--- src/rtl/uart_tx_module.sv ---
// uart_tx_module: self-timed UART transmitter with a one-entry holding buffer.
// Frame on the line: start (0), 8 data bits LSB first, even parity, stop (1);
// every bit lasts CLKS_PER_BIT clocks. A byte waiting in the holding buffer is
// launched straight out of the stop bit, so back-to-back frames have no gap.
// Ports:
//   clk        system clock, all state updates on posedge
//   reset      asynchronous active-low reset
//   enable     permits a new frame to start; never aborts one in progress
//   data_in    byte to send, captured when load && ready
//   load       producer valid strobe
//   ready      holding buffer empty (registered)
//   tx         serial line, idles high (registered)
//   busy       a frame is on the line (registered)
//   frame_done one-cycle pulse on the last cycle of the stop bit (registered)
module uart_tx_module #(
  parameter int unsigned CLKS_PER_BIT = 8,
  parameter int unsigned CNT_W        = $clog2(CLKS_PER_BIT)
) (
  input  logic       clk,
  input  logic       reset,
  input  logic       enable,
  input  logic [7:0] data_in,
  input  logic       load,
  output logic       ready,
  output logic       tx,
  output logic       busy,
  output logic       frame_done
);

  localparam logic [CNT_W-1:0] CNT_LAST = CNT_W'(CLKS_PER_BIT - 1);
  localparam logic [CNT_W-1:0] CNT_PRE  = CNT_W'(CLKS_PER_BIT - 2);

  typedef enum logic [2:0] {
    IDLE   = 3'd0,
    START  = 3'd1,
    DATA   = 3'd2,
    PARITY = 3'd3,
    STOP   = 3'd4
  } state_t;

  state_t           state_q, state_d;
  logic [CNT_W-1:0] cnt_q, cnt_d;
  logic [2:0]       bit_idx_q, bit_idx_d;
  logic [7:0]       shift_q, shift_d;
  logic             parity_q, parity_d;
  logic [7:0]       hold_q, hold_d;
  logic             hold_full_q, hold_full_d;
  logic             ready_q, ready_d;
  logic             tx_q, tx_d;
  logic             busy_q, busy_d;
  logic             frame_done_q, frame_done_d;

  logic             bit_end;
  logic             load_take;
  logic             launch;

  // State and output registers
  always_ff @(posedge clk or negedge reset) begin
    if (!reset) begin
      state_q      <= IDLE;
      cnt_q        <= '0;
      bit_idx_q    <= '0;
      shift_q      <= '0;
      parity_q     <= 1'b0;
      hold_q       <= '0;
      hold_full_q  <= 1'b0;
      ready_q      <= 1'b1;
      tx_q         <= 1'b1;
      busy_q       <= 1'b0;
      frame_done_q <= 1'b0;
    end else begin
      state_q      <= state_d;
      cnt_q        <= cnt_d;
      bit_idx_q    <= bit_idx_d;
      shift_q      <= shift_d;
      parity_q     <= parity_d;
      hold_q       <= hold_d;
      hold_full_q  <= hold_full_d;
      ready_q      <= ready_d;
      tx_q         <= tx_d;
      busy_q       <= busy_d;
      frame_done_q <= frame_done_d;
    end
  end

  // Next-state, datapath and registered-output values
  always_comb begin
    state_d      = state_q;
    cnt_d        = cnt_q;
    bit_idx_d    = bit_idx_q;
    shift_d      = shift_q;
    parity_d     = parity_q;
    hold_d       = hold_q;
    hold_full_d  = hold_full_q;
    tx_d         = 1'b1;
    busy_d       = 1'b0;
    ready_d      = 1'b1;
    frame_done_d = 1'b0;

    bit_end   = (cnt_q == CNT_LAST);
    // ready_q mirrors an empty buffer, so a take and a launch never coincide
    load_take = load && ready_q;
    launch    = hold_full_q && enable &&
                ((state_q == IDLE) || ((state_q == STOP) && bit_end));

    if (state_q != IDLE) begin
      cnt_d = bit_end ? '0 : cnt_q + CNT_W'(1);
    end

    case (state_q)
      IDLE: begin
      end
      START: begin
        if (bit_end) begin
          state_d   = DATA;
          bit_idx_d = '0;
        end
      end
      DATA: begin
        if (bit_end) begin
          if (bit_idx_q == 3'd7) begin
            state_d = PARITY;
          end else begin
            bit_idx_d = bit_idx_q + 3'd1;
            shift_d   = {1'b0, shift_q[7:1]};
          end
        end
      end
      PARITY: begin
        if (bit_end) state_d = STOP;
      end
      STOP: begin
        if (bit_end) state_d = IDLE;
      end
      default: begin
        state_d = IDLE;
      end
    endcase

    // Move the waiting byte into the shifter, from IDLE or out of the stop bit
    if (launch) begin
      state_d     = START;
      cnt_d       = '0;
      shift_d     = hold_q;
      parity_d    = ^hold_q;
      hold_full_d = 1'b0;
    end

    if (load_take) begin
      hold_d      = data_in;
      hold_full_d = 1'b1;
    end

    // Line level follows the state the register will hold next cycle
    case (state_d)
      IDLE:    tx_d = 1'b1;
      START:   tx_d = 1'b0;
      DATA:    tx_d = shift_d[0];
      PARITY:  tx_d = parity_d;
      STOP:    tx_d = 1'b1;
      default: tx_d = 1'b1;
    endcase

    busy_d       = (state_d != IDLE);
    ready_d      = !hold_full_d;
    // Registered one cycle early so the pulse lands on the last stop cycle
    frame_done_d = (state_q == STOP) && (cnt_q == CNT_PRE);
  end

  assign ready      = ready_q;
  assign tx         = tx_q;
  assign busy       = busy_q;
  assign frame_done = frame_done_q;

endmodule

--- config.mk ---
export PLATFORM = sky130hd
export DESIGN_NAME = uart_tx_module
export DESIGN_NICKNAME = d
export VERILOG_FILES = /design/src/rtl/uart_tx_module.sv
export SDC_FILE = /design/constraint.sdc
export NUM_CORES = 1
export LEC_CHECK = 0
export ABC_AREA = 1
export CAP_MARGIN = 20
export CORE_MARGIN = 4
export CORE_UTILIZATION = 55
export DETAILED_ROUTE_END_ITERATION = 8
export PLACE_DENSITY = 0.85
export REMOVE_ABC_BUFFERS = 1
export SLEW_MARGIN = 20
export SYNTH_ARGS = -nofsm -noshare
export SYNTH_HDL_FRONTEND = slang
export SYNTH_SLANG_ARGS = --single-unit
--- constraint.sdc ---
create_clock -name clk -period 2.2 [get_ports clk]
set_input_delay 0.22 -clock clk [delete_from_list [all_inputs] [get_ports clk]]
set_output_delay 0.22 -clock clk [all_outputs]
set_load 0.02 [all_outputs]
**After elaboration in Yosys (flattened, before gate mapping)**

Index checks and enable logic that the tools add are counted.

- Register bits after elaboration: 31
- Word-level logic and storage cells: 67

- $add $sub $neg: 2
- Equal/unequal tests: 14
- Multiplexer cells: 22
- Reductions and logical operators: 17

Operators with widths:

| kind | number |
|---|---|
| $mux W3 | 12 |
| $mux W8 | 4 |
| $pmux W3 S5 | 1 |
| $eq A3 B2 Y1 const B | 4 |
| $eq A3 B3 Y1 const B | 4 |
| $ne A2 B2 Y1 const B | 4 |
| $reduce_bool A2 Y1 | 4 |
| $reduce_xor A8 Y1 | 1 |
| $add A3 B1 Y3 const B | 2 |
| $eq A3 B1 Y1 const B | 2 |
| $pmux W3 S2 | 1 |
| $reduce_bool A3 Y1 | 2 |
| $logic_and A1 B1 Y1 | 5 |
| $reduce_and A4 Y1 | 1 |
| $logic_not A3 Y1 | 1 |
| $mux W1 | 3 |
| $pmux W1 S3 | 1 |
| $reduce_and A3 Y1 | 1 |
| $logic_not A1 Y1 | 1 |
| $logic_or A1 B1 Y1 | 1 |

**Longest topological paths before layout**

- Depth in word-level cells: 7
- Mapped depth: 11
- Mapped depth without buffers: 11

**Worst setup path before layout**

Ideal clock, no wire load.

- Path type: register to register
- Start: reg cnt_q[0]
- End: reg busy_q (netlist: busy)
- Library setup time: 0.124 ns
- Data arrival time: 1.663 ns
- Data required time: 2.076 ns
- Setup slack: 0.413 ns
- Stages on the path, launching flop included: 9
- Clock period less this slack: 1.787 ns
- Path through: dfrtp_1 ha_1 ha_1 inv_1 nand2_1 nand3_2 nand3_2 or2_1 or2_1

- Word-level cells in the longest chain between the ends: 6
- Elaborated cells on any way between the ends: 11

RTL lines:

| element | line | source |
|---|---|---|
| start: declaration | 42 | `logic [CNT_W-1:0] cnt_q, cnt_d;` |
| start signal: assignment | 73 | `cnt_q <= cnt_d;` |
| $eq A3 B3 Y1 * | 100 | `bit_end = (cnt_q == CNT_LAST);` |
| parallel branches: the longest is 3 deep, another holds $pmux W3 S5 | n/a |  |
| $mux W3 * | 141 | `if (launch) begin` |
| via state_d[0] | 41 | `state_t state_q, state_d;` |
| $reduce_bool A3 Y1 * | 164 | `busy_d = (state_d != IDLE);` |
| via busy_d | 50 | `logic busy_q, busy_d;` |
| end signal: assignment | 81 | `busy_q <= busy_d;` |
| end: declaration | 50 |  |

Mark *: on every way through the listed nets, which the timed path passes.
A chain may end at the register's enable or synchronous reset.

**Final worst setup path**

- Start: reg cnt_q[0]
- End: reg shift_q[5]

- Word-level cells in the longest chain between the ends: 6
- Elaborated cells on any way between the ends: 9

RTL lines:

| element | line | source |
|---|---|---|
| $eq A3 B3 Y1 * | 100 |  |
| $logic_and A1 B1 Y1 | 104 | `((state_q == IDLE) \|\| ((state_q == STOP) && bit_end));` |
| $logic_or A1 B1 Y1 | 104 |  |
| $logic_and A1 B1 Y1 | 103 | `launch = hold_full_q && enable &&` |
| $ne A2 B2 Y1 (no line) / $reduce_bool A2 Y1 (equally long branches) | n/a |  |
| $reduce_and A3 Y1 (no line) | n/a |  |
| end signal: assignment | 75 | `shift_q <= shift_d;` |
| end: declaration | 44 | `logic [7:0] shift_q, shift_d;` |

Every way passes the cells marked *; elsewhere a longest branch is shown, timed or not.

==> impl_metrics.ini <==
[die]
io_pins = 16
initial_utilization = 0.5821
die_area_mm2 = 0.003904
core-area_mm2 = 0.002805
die_height_um = 62.49
die_w_um = 62.49
rows = 19

[clock_network]
ctsHtreeMaxLevel = 2
clockBufferDepth = 2
clock_sinks = 31
cts_tree = done
root_buffer = clkbuf_4
numCtsBuffers = 5
clkLatencyLatePin_ps = 340
clkTransAtPathRegs_ps = 100

[detailed_routing]
drc = 0
drt_iter0_drc = 44
wl_per_cell_um = 11.31
wl_mm = 2.986
avgViaCountPerCell = 5.057
num_vias = 1335
dr.pass1.iters = 4
final_antenna_net_count = 0

[finish]
nets = 250
antenna_cells = 0
area_growth_pct = 17.39
fillCellCount = 230
final_layout_size_suffix_gt1_frac = 0.1030
fin_cells = 264

[setup_path]
cp-start-kind = flop
crit_fanout = 12
r2r_slack_ps = 190
criticalPathCategory = flop to flop
crit_arrival_ps = 2220
crit_required_ps = 2420
crit_path_end_kind = flop

[pwr]
switching_power_w = 0.0004574
power.internal_w = 0.0009038
ir_drop_mv = 0.6070
switching_share = 0.3360
pwr-share-clk = 0.258
sequentialPowerShare = 0.493
combPwrFrac = 0.249
power.total_w = 0.001361
p_per_area_mw_per_mm2 = 710.1
leakagePower_nw = 0.9702

[placed_design]
portBuffers = 15
dp_slack_ps = 138.4
dp_cells = 254
gp_congestion = 0.8333
dpl.hpwl_mm = 2.116

[timing]
fin_hold_ws_ps = 256.0
fin_crit_sh = 0.9125
worst_slew_pin_slew_ps = 551.8
setup_viol_count_final = 0
slew_violations = 0
fmaxAchievable_ghz = 0.4981
clock_skew_ps = 12.18
hold_viol_final = 0
fin_ws_ps = 192.6
period_needed_ps = 2007
fin_setup_tns_ps = 0
relSlewSlack = 0.6312

[global_routing]
grt_pass1_wl_mm = 5.451
grt_pass1_vias = 1269
grt_use_total = 0.1741
grt_max_degree = 32
gr-total-overflow = 0
antenna_found_initial = 0

[synth]
synth_area_mm2 = 0.001633
seq_area_frac_synth = 0.4766
syn_avg_cell_area_um2 = 7.813
yosys_warnings = 0
synth-edff-count = 0
ys_types = 25
async_flop_share = 1.000
synth_ff_type = dfrtp_1
ys_seq_elements = 31
netlist_instances = 209

[outcome]
status = completed

[hold_path]
hold_path.class = input pin to asynchronous set/reset pin

[flow_run]
cap_violations = 0
[path summary, 6_finish.rpt]
kind / endpoint / cells after the start / from
setup / recovery: shift_q[5] / 9 / cnt_q[0]
hold / removal: shift_q[2] / 2 / reset
setup reg to reg: shift_q[5] / 9 / cnt_q[0]
hold reg to reg: shift_q[2] / 2 / shift_q[2]
max in group asynchronous: ready / 2 / reset
min in group clk: hold_q[3] / 3 / data_in[3]
[per-layer routing]
layer / vias up / track usage / routed length (um)
li1: 704 / - / -
met1: 598 / 0.2252 / 1376
met2: 27 / 0.2663 / 1389
met3: 6 / 0.06655 / 170
met4: 0 / 0.06061 / 50
met5: - / 0 / 0
[stage by stage]
| stage | utilization | cell area, um^2 |
|---|---|---|
| finish | 0.6833 | 1917 |
| global route | 0.6833 | 1917 |
| CTS | 0.6695 | 1878 |
| detailed placement | 0.6481 | 1818 |
| global placement | 0.6481 | 1818 |
| floorplan | - | 1622 |
[critical path, stage by stage, from the launching register on]
cell and delay [ps]:
dfrtp_1 410, ha_1 220, ha_1 190, inv_1 190
nand2_1 140, nand3_4 150, clkinvlp_4 160, buf_12 160
o21ai_0 180, a21oi_1 90
[area by class of cell]
| class | instances | area, um^2 | area share |
|---|---|---|---|
| clock buffer | 7 | 55.05 | 0.02872 |
| clock inverter | 1 | 5.005 | 0.002611 |
| inverter | 31 | 120.1 | 0.06266 |
| multi-input combinational | 145 | 734.5 | 0.3832 |
| sequential | 31 | 778.2 | 0.4060 |
| tap | 31 | 38.79 | 0.02023 |
| timing repair buffer | 18 | 185.2 | 0.09661 |
[synthesized netlist by cell type, types with 2 or more instances]
cell / instances / area share
nand3_1: 12 / 0.037
nor2_1: 21 / 0.048
a21oi_1: 12 / 0.037
a21oi_2: 2 / 0.011
ha_1: 6 / 0.046
nand3_2: 2 / 0.012
o21ai_0: 17 / 0.052
nand4_1: 2 / 0.0077
or2_1: 2 / 0.0077
dfstp_2: 2 / 0.032
inv_1: 30 / 0.069
nand2_1: 60 / 0.14
dfrtp_1: 29 / 0.44
[flip-flops by register name, indices dropped and copies added (netlist names)]
register,cells
hold_q,8
shift_q,8
bit_idx_q,3
cnt_q,3
state_q,3
busy,1
frame_done,1
hold_full_q,1
parity_q,1
ready,1
tx,1
[placed cells by master, fill, tap and decap left out]
cell and count:
or2_1 2, nor3_4 1, inv_2 1, nand2_1 60
buf_12 1, nor2_4 1, clkbuf_1 1, a21oi_2 2
nor2_2 1, clkbuf_8 1, or2_2 1, dfrtp_1 29
inv_1 29, nand4_1 2, ha_1 6, dfstp_2 2
o21ai_0 17, and2_1 1, xnor2_1 1, clkbuf_4 5
nand3_2 1, a21boi_0 1, nand2_4 1, a21oi_1 12
nand2_2 1, nor2_1 21, buf_4 2, clkdlybuf4s50_1 15
nand3_4 1, clkinv_2 1, nand3_1 12, clkinvlp_4 1
[kinds of logic after synthesis]
logic type | synth area share
DFF | 0.4766
AOI/OAI and AO/OA | 0.1042
and+or+nand+nor | 0.2897
buffers and inverters | 0.07816
xor gates and xnor gates | 0.005365
adders and majority gates | 0.04598
[repair_timing]
action,in CTS,in global routing
gates resized for setup,0,2
buffers inserted,0,2
setup endpoints to repair,0,2
hold buffers,0,0
[power by group through the flow]
stage               logic (W)  clock network [W]  registers [W]
CTS                  0.000338           0.000357       0.000671
global route         0.000389           0.000393       0.000685
finish               0.000339           0.000351       0.000671
detailed placement   0.000335                  0       0.000682
global placement     0.000321                  0       0.000681
floorplan            0.000244                  0       0.000674
No activity file was read; power rests on OpenSTA's default activity.
==> RTL change 1: new RTL, same flow settings <==
Change the parameter `CLKS_PER_BIT` from 8 to 16.
--- a/src/rtl/uart_tx_module.sv
+++ b/src/rtl/uart_tx_module.sv
@@ -15,3 +15,3 @@
 module uart_tx_module #(
-  parameter int unsigned CLKS_PER_BIT = 8,
+  parameter int unsigned CLKS_PER_BIT = 16,
   parameter int unsigned CNT_W        = $clog2(CLKS_PER_BIT)
Function: same outputs for any inputs over 10 cycles, from zero or initial values and one cycle with reset low; that may be too few to reach the edited logic, so the function may still have changed.
==> RTL change 1 against the original RTL <==
- final area unchanged
- total power down 0.38%
- sequential cell count rose by 1
- synthesized area grew 3.3%
- non-clock buffer count shrank 2
- hold slack better by 0.020 ns
- sequential share of layout area up 1.3 points
- core utilization down 1.1 points
- clock power down 2%
- worst setup slack better by 0.29 ns
- wire length fell by 0.30%
- critical endpoint is now parity_q
==> RTL change 1: results (changes against the original RTL) <==
vias after detailed routing: 1358 (was 1335)
Slew Limit Headroom: 69.2% (was 63.1%)
Detailed Route WL: 2980 um (was 2990 um)
Synth cell types: 32 (was 25)
Post-Place Setup Slack: 0.485 ns (was 0.138 ns)
CTS buffer count: 5 (unchanged)
drt pass-1 iters: 4 (unchanged)
Syn Area/Cell: 8.15 um^2 (was 7.81 um^2)
post_cts resized: 0 (unchanged)
Synth Warn #: 0 (unchanged)
# diodes: 0 (unchanged)
Yosys top cell area share: 44.5% (was 44.4%)
ranking of synthesized cells by area: dfrtp_1, nand2_1, inv_1 (unchanged)
vias in the first global route: 1317 (was 1269)
Final #Nets: 242 (was 250)
Worst-Skew Late Latency: 0.33 ns
worst vdd ir: 0.000454 V (was 0.000607 V)
top_reg_cell synth: dfrtp_1 (unchanged)
Post-DP HPWL: 2270 um (was 2120 um)
layout cells sized above 1: 10.1% (was 10.3%)
Post-CTS Setup Inserts: 0 (unchanged)
global router's overall resource usage: 17.9% (was 17.4%)
CP Max Fanout: 12 (unchanged)
post-synthesis sequential area ratio: 47.6% (was 47.7%)
Max-Cap Viols: 0 (unchanged)
ys async rst share: 100% (unchanged)
clk buf depth: 2 (unchanged)
First DRT Iteration DRCs: 49 (was 44)
family with the most delay on the worst path: simple AND/OR/NAND/NOR gates (was buffers and inverters)
largest registers: hold_q x8, shift_q x8, cnt_q x4 (was hold_q x8, shift_q x8)
filler instances: 241 (was 230)
first-pass GRT wire length: 5550 um (was 5450 um)
routed vias/inst: 5.26 (was 5.06)
delay of the slowest critical-path stage: 0.41 ns (about the same)
Clock Skews: 0.00679 ns (was 0.0122 ns)
Worst Hold Class: primary input to asynchronous set/reset pin (unchanged)
Placed Instances: 250 (was 254)
Port Buffers: 15 (unchanged)
Critical-path top delay cell: dfrtp_1 (unchanged)
root buffer cell: clkbuf_4 (unchanged)
largest net degree at the start of global routing: 33 (was 32)
worst path arrival time: 1.94 ns (was 2.22 ns)
RD Place Congestion: 0.865 (was 0.833)
status: finished clean (unchanged)
initial antenna violation count: 0 (unchanged)
Post-synth top cells: nand2_1, dfrtp_1, inv_1 (was nand2_1, inv_1, dfrtp_1)
H-tree levels: 2 (unchanged)
Reg clk slew, reported paths: 0.09 ns
leakage: 0.000997 uW (was 0.000970 uW)
-- RTL change 1: per-layer routing --
layer  global-route usage [%]  wire [um]  part of all wire, %
met1                     21.5       1360                   46
met3                     6.93        111                  3.7
met2                     28.0       1450                   49
met4                     8.36         59                  2.0
met5                        0          0                    0
-- RTL change 1: final timing paths --
path | startpoint | end | slack [ns] | cells past startpoint
max | cnt_q[1] | parity_q | 0.49 | 7
min | reset | frame_done | 0.28 | 2
max reg2reg | cnt_q[1] | parity_q | 0.49 | 7
min reg2reg | bit_idx_q[2] | bit_idx_q[2] | 0.49 | 2
max in group asynchronous | reset | ready | 1.60 | 2
min in group clk | data_in[5] | hold_q[5] | 0.46 | 3
-- RTL change 1: report_power, final --
group          switching, uW  internal (uW)  total, uW  leakage, uW
clock                    186            158        343    0.0000326
combinational            176            131        306     0.000609
sequential              65.6            641        707     0.000356
total                    427            929       1360     0.000997
-- RTL change 1: final cells by class --
class / count / area (um^2) / area share (%)
inverters: 31 / 116 / 6.07
clock buffers: 8 / 58.8 / 3.07
well taps: 31 / 38.8 / 2.02
multi-input cells: 140 / 742 / 38.7
repair buffers: 16 / 158 / 8.22
flip-flops and latches: 32 / 803 / 41.9
-- RTL change 1: metrics by stage --
stage / total power (uW) / utilization, % / instance area (um^2)
2_1_floorplan: 936 / - / 1660
3_3_place_gp: 1010 / 65.1 / 1860
3_5_place_dp: 1030 / 65.1 / 1860
4_1_cts: 1370 / 67.2 / 1920
5_1_grt: 1480 / 67.2 / 1920
6_report: 1360 / 67.2 / 1920
-- RTL change 1: cell families after synthesis --
kind of cell / after synthesis / synth area share (%)
flops: 32 / 47.6
fa+ha+maj: 4 / 2.97
xor+xnor: 3 / 1.56
buf+inv: 35 / 8.38
compound gates: 25 / 9.50
mux: 1 / 0.668
simple gates: 107 / 29.3
==> RTL change 2: new RTL, same flow settings <==
Made on the original files. The output `tx` loses its register stage (`tx_q` becomes a continuous assignment).
--- a/src/rtl/uart_tx_module.sv
+++ b/src/rtl/uart_tx_module.sv
@@ -67,3 +67,2 @@
       ready_q      <= 1'b1;
-      tx_q         <= 1'b1;
       busy_q       <= 1'b0;
@@ -79,3 +78,2 @@
       ready_q      <= ready_d;
-      tx_q         <= tx_d;
       busy_q       <= busy_d;
@@ -84,2 +82,4 @@
   end
+
+  assign tx_q = tx_d;
 
Function: changed (Yosys sat finds a counterexample within 4 cycles, from zero or initial values and one cycle with reset low).
==> RTL change 2 against the original RTL <==
- final area grew 7.2%
- critical path depth is the same
- clock skew shrank 0.0077 ns
- wire length grew 7.7%
- non-clock buffer count grew 10
- total power grew 15%
- sequential share of layout area shrank 4.0 points
- synthesized area shrank 1.6%
- worst setup slack lost 0.15 ns
- global-route usage grew 0.25 points
- sequential cell count shrank 1
- critical path type is now register to output port
- largest power group unchanged
==> RTL change 2: results (changes against the original RTL) <==
CP Max Fanout: 4 (was 12)
ranking of synthesized cells by area: dfrtp_1, nand2_1, inv_1 (unchanged)
Worst-Skew Late Latency: 0.33 ns
routed len/inst: 11.8 um (was 11.3 um)
placed cell area: 1860 um^2 (was 1820 um^2)
vias in the first global route: 1173 (was 1269)
post-synthesis sequential area ratio: 46.8% (was 47.7%)
Synth cell types: 25 (unchanged)
status: finished clean (unchanged)
filler instances: 197 (was 230)
final count of hold timing violations: 0 (unchanged)
Slew Limit Headroom: 64.6% (was 63.1%)
first-pass GRT wire length: 4890 um (was 5450 um)
family with the most delay on the worst path: simple AND/OR/NAND/NOR gates (was buffers and inverters)
largest net degree at the start of global routing: 31 (was 32)
Post-synth top cells: nand2_1, inv_1, dfrtp_1 (unchanged)
leakage: 0.00104 uW (was 0.000970 uW)
CTS buffer count: 5 (unchanged)
top_reg_cell synth: dfrtp_1 (unchanged)
H-tree levels: 2 (unchanged)
Final #Nets: 259 (was 250)
delay of the slowest critical-path stage: 0.37 ns (was 0.41 ns)
initial antenna violation count: 0 (unchanged)
ys async rst share: 100% (unchanged)
Synth Warn #: 0 (unchanged)
root buffer cell: clkbuf_4 (unchanged)
Post-DP HPWL: 2190 um (was 2120 um)
global router's overall resource usage: 17.7% (was 17.4%)
largest registers: hold_q x8, shift_q x8 (unchanged)
worst vdd ir: 0.000778 V (was 0.000607 V)
Critical-path top delay cell: dfrtp_1 (unchanged)
Clock Skews: 0.00447 ns (was 0.0122 ns)
adder-cell area share of the yosys netlist: 4.67% (was 4.60%)
layout cells sized above 1: 19.0% (was 10.3%)
Post-Synth XOR/XNOR Area: 0.545% (was 0.536%)
RD Place Congestion: 0.810 (was 0.833)
compound-cell area share of the yosys netlist: 10.6% (was 10.4%)
First DRT Iteration DRCs: 72 (was 44)
worst path arrival time: 1.94 ns (was 2.22 ns)
Port Buffers: 15 (unchanged)
clk buf depth: 2 (unchanged)
mux cell area share after synthesis: 0% (unchanged)
Max-Cap Viols: 0 (unchanged)
# diodes: 0 (unchanged)
path depth of the worst reg2reg path: 8 (was 9)
routed vias/inst: 5.08 (was 5.06)
-- RTL change 2: changes by cell type after synthesis, sizes merged --
cell / unedited run / this run
dfstp: 2 / 1
-- RTL change 2: worst paths after layout --
check	start	endpoint	slack (ns)
worst max register to register	cnt_q[0]	busy	0.47
min in group clk	data_in[3]	hold_q[3]	0.45
worst min-delay path	reset	cnt_q[1]	0.26
worst min register to register	shift_q[7]	shift_q[7]	0.49
worst max-delay path	cnt_q[0]	tx	0.04
max in group asynchronous	reset	ready	1.62
-- RTL change 2: worst register-to-register path, delay by kind of cell (launching register included) --
kind | cells | cell delay [ns]
simple gates | 3 | 0.66
flops | 1 | 0.37
fa+ha+maj | 2 | 0.36
buf+inv | 2 | 0.15
compound gates | 1 | 0.08
-- RTL change 2: power breakdown --
| part | switching, uW | internal, uW | leakage (uW) |
|---|---|---|---|
| clock | 195 | 385 | 0.0000585 |
| sequential | 51.8 | 604 | 0.000360 |
| combinational | 206 | 127 | 0.000624 |
-- RTL change 2: per-stage QoR --
step | utilization [%] | total power [uW] | instances | worst slack, ns | setup TNS (ns)
finish | 73.9 | 1570 | 273 | 0.0436 | 0
global route | 73.9 | 1670 | 273 | -0.0803 | -0.0803
CTS | 71.1 | 1580 | 270 | 0.00415 | 0
detailed placement | 66.8 | 996 | 262 | -0.0803 | -0.0803
global placement | 66.8 | 982 | 262 | -0.0402 | -0.0402
floorplan | - | 899 | 206 | 0.102 | 0
-- RTL change 2: repair_timing --
| action | 4_1_cts | 5_1_grt |
|---|---|---|
| pin swaps | 1 | 7 |
| setup buffers | 0 | 3 |
| endpoints found under the setup margin | 1 | 1 |
| resized for setup | 9 | 15 |
-- RTL change 2: cells by family after synthesis --
| family | Yosys count |
|---|---|
| simple gates | 106 |
| buf+inv | 33 |
| compound gates | 32 |
| flops | 30 |
| fa+ha+maj | 6 |
| xor+xnor | 1 |
-- RTL change 2: routing by layer --
metal / wire (um) / up-vias / track usage, %
met5: 0 / - / 0
met4: 49 / 0 / 6.36
met3: 153 / 5 / 6.40
met2: 1540 / 24 / 26.0
met1: 1480 / 641 / 23.8
li1: - / 718 / -
-- RTL change 2: final cells by class --
class	count	area (um^2)	share of cell area, %
Clock buffer	6	51.3	2.50
Clock inverter	2	60.1	2.92
Inverter	31	119	5.78
Multi-Input combinational cell	145	782	38.0
Sequential cell	30	752	36.6
Tap cell	31	38.8	1.89
Timing Repair Buffer	28	253	12.3
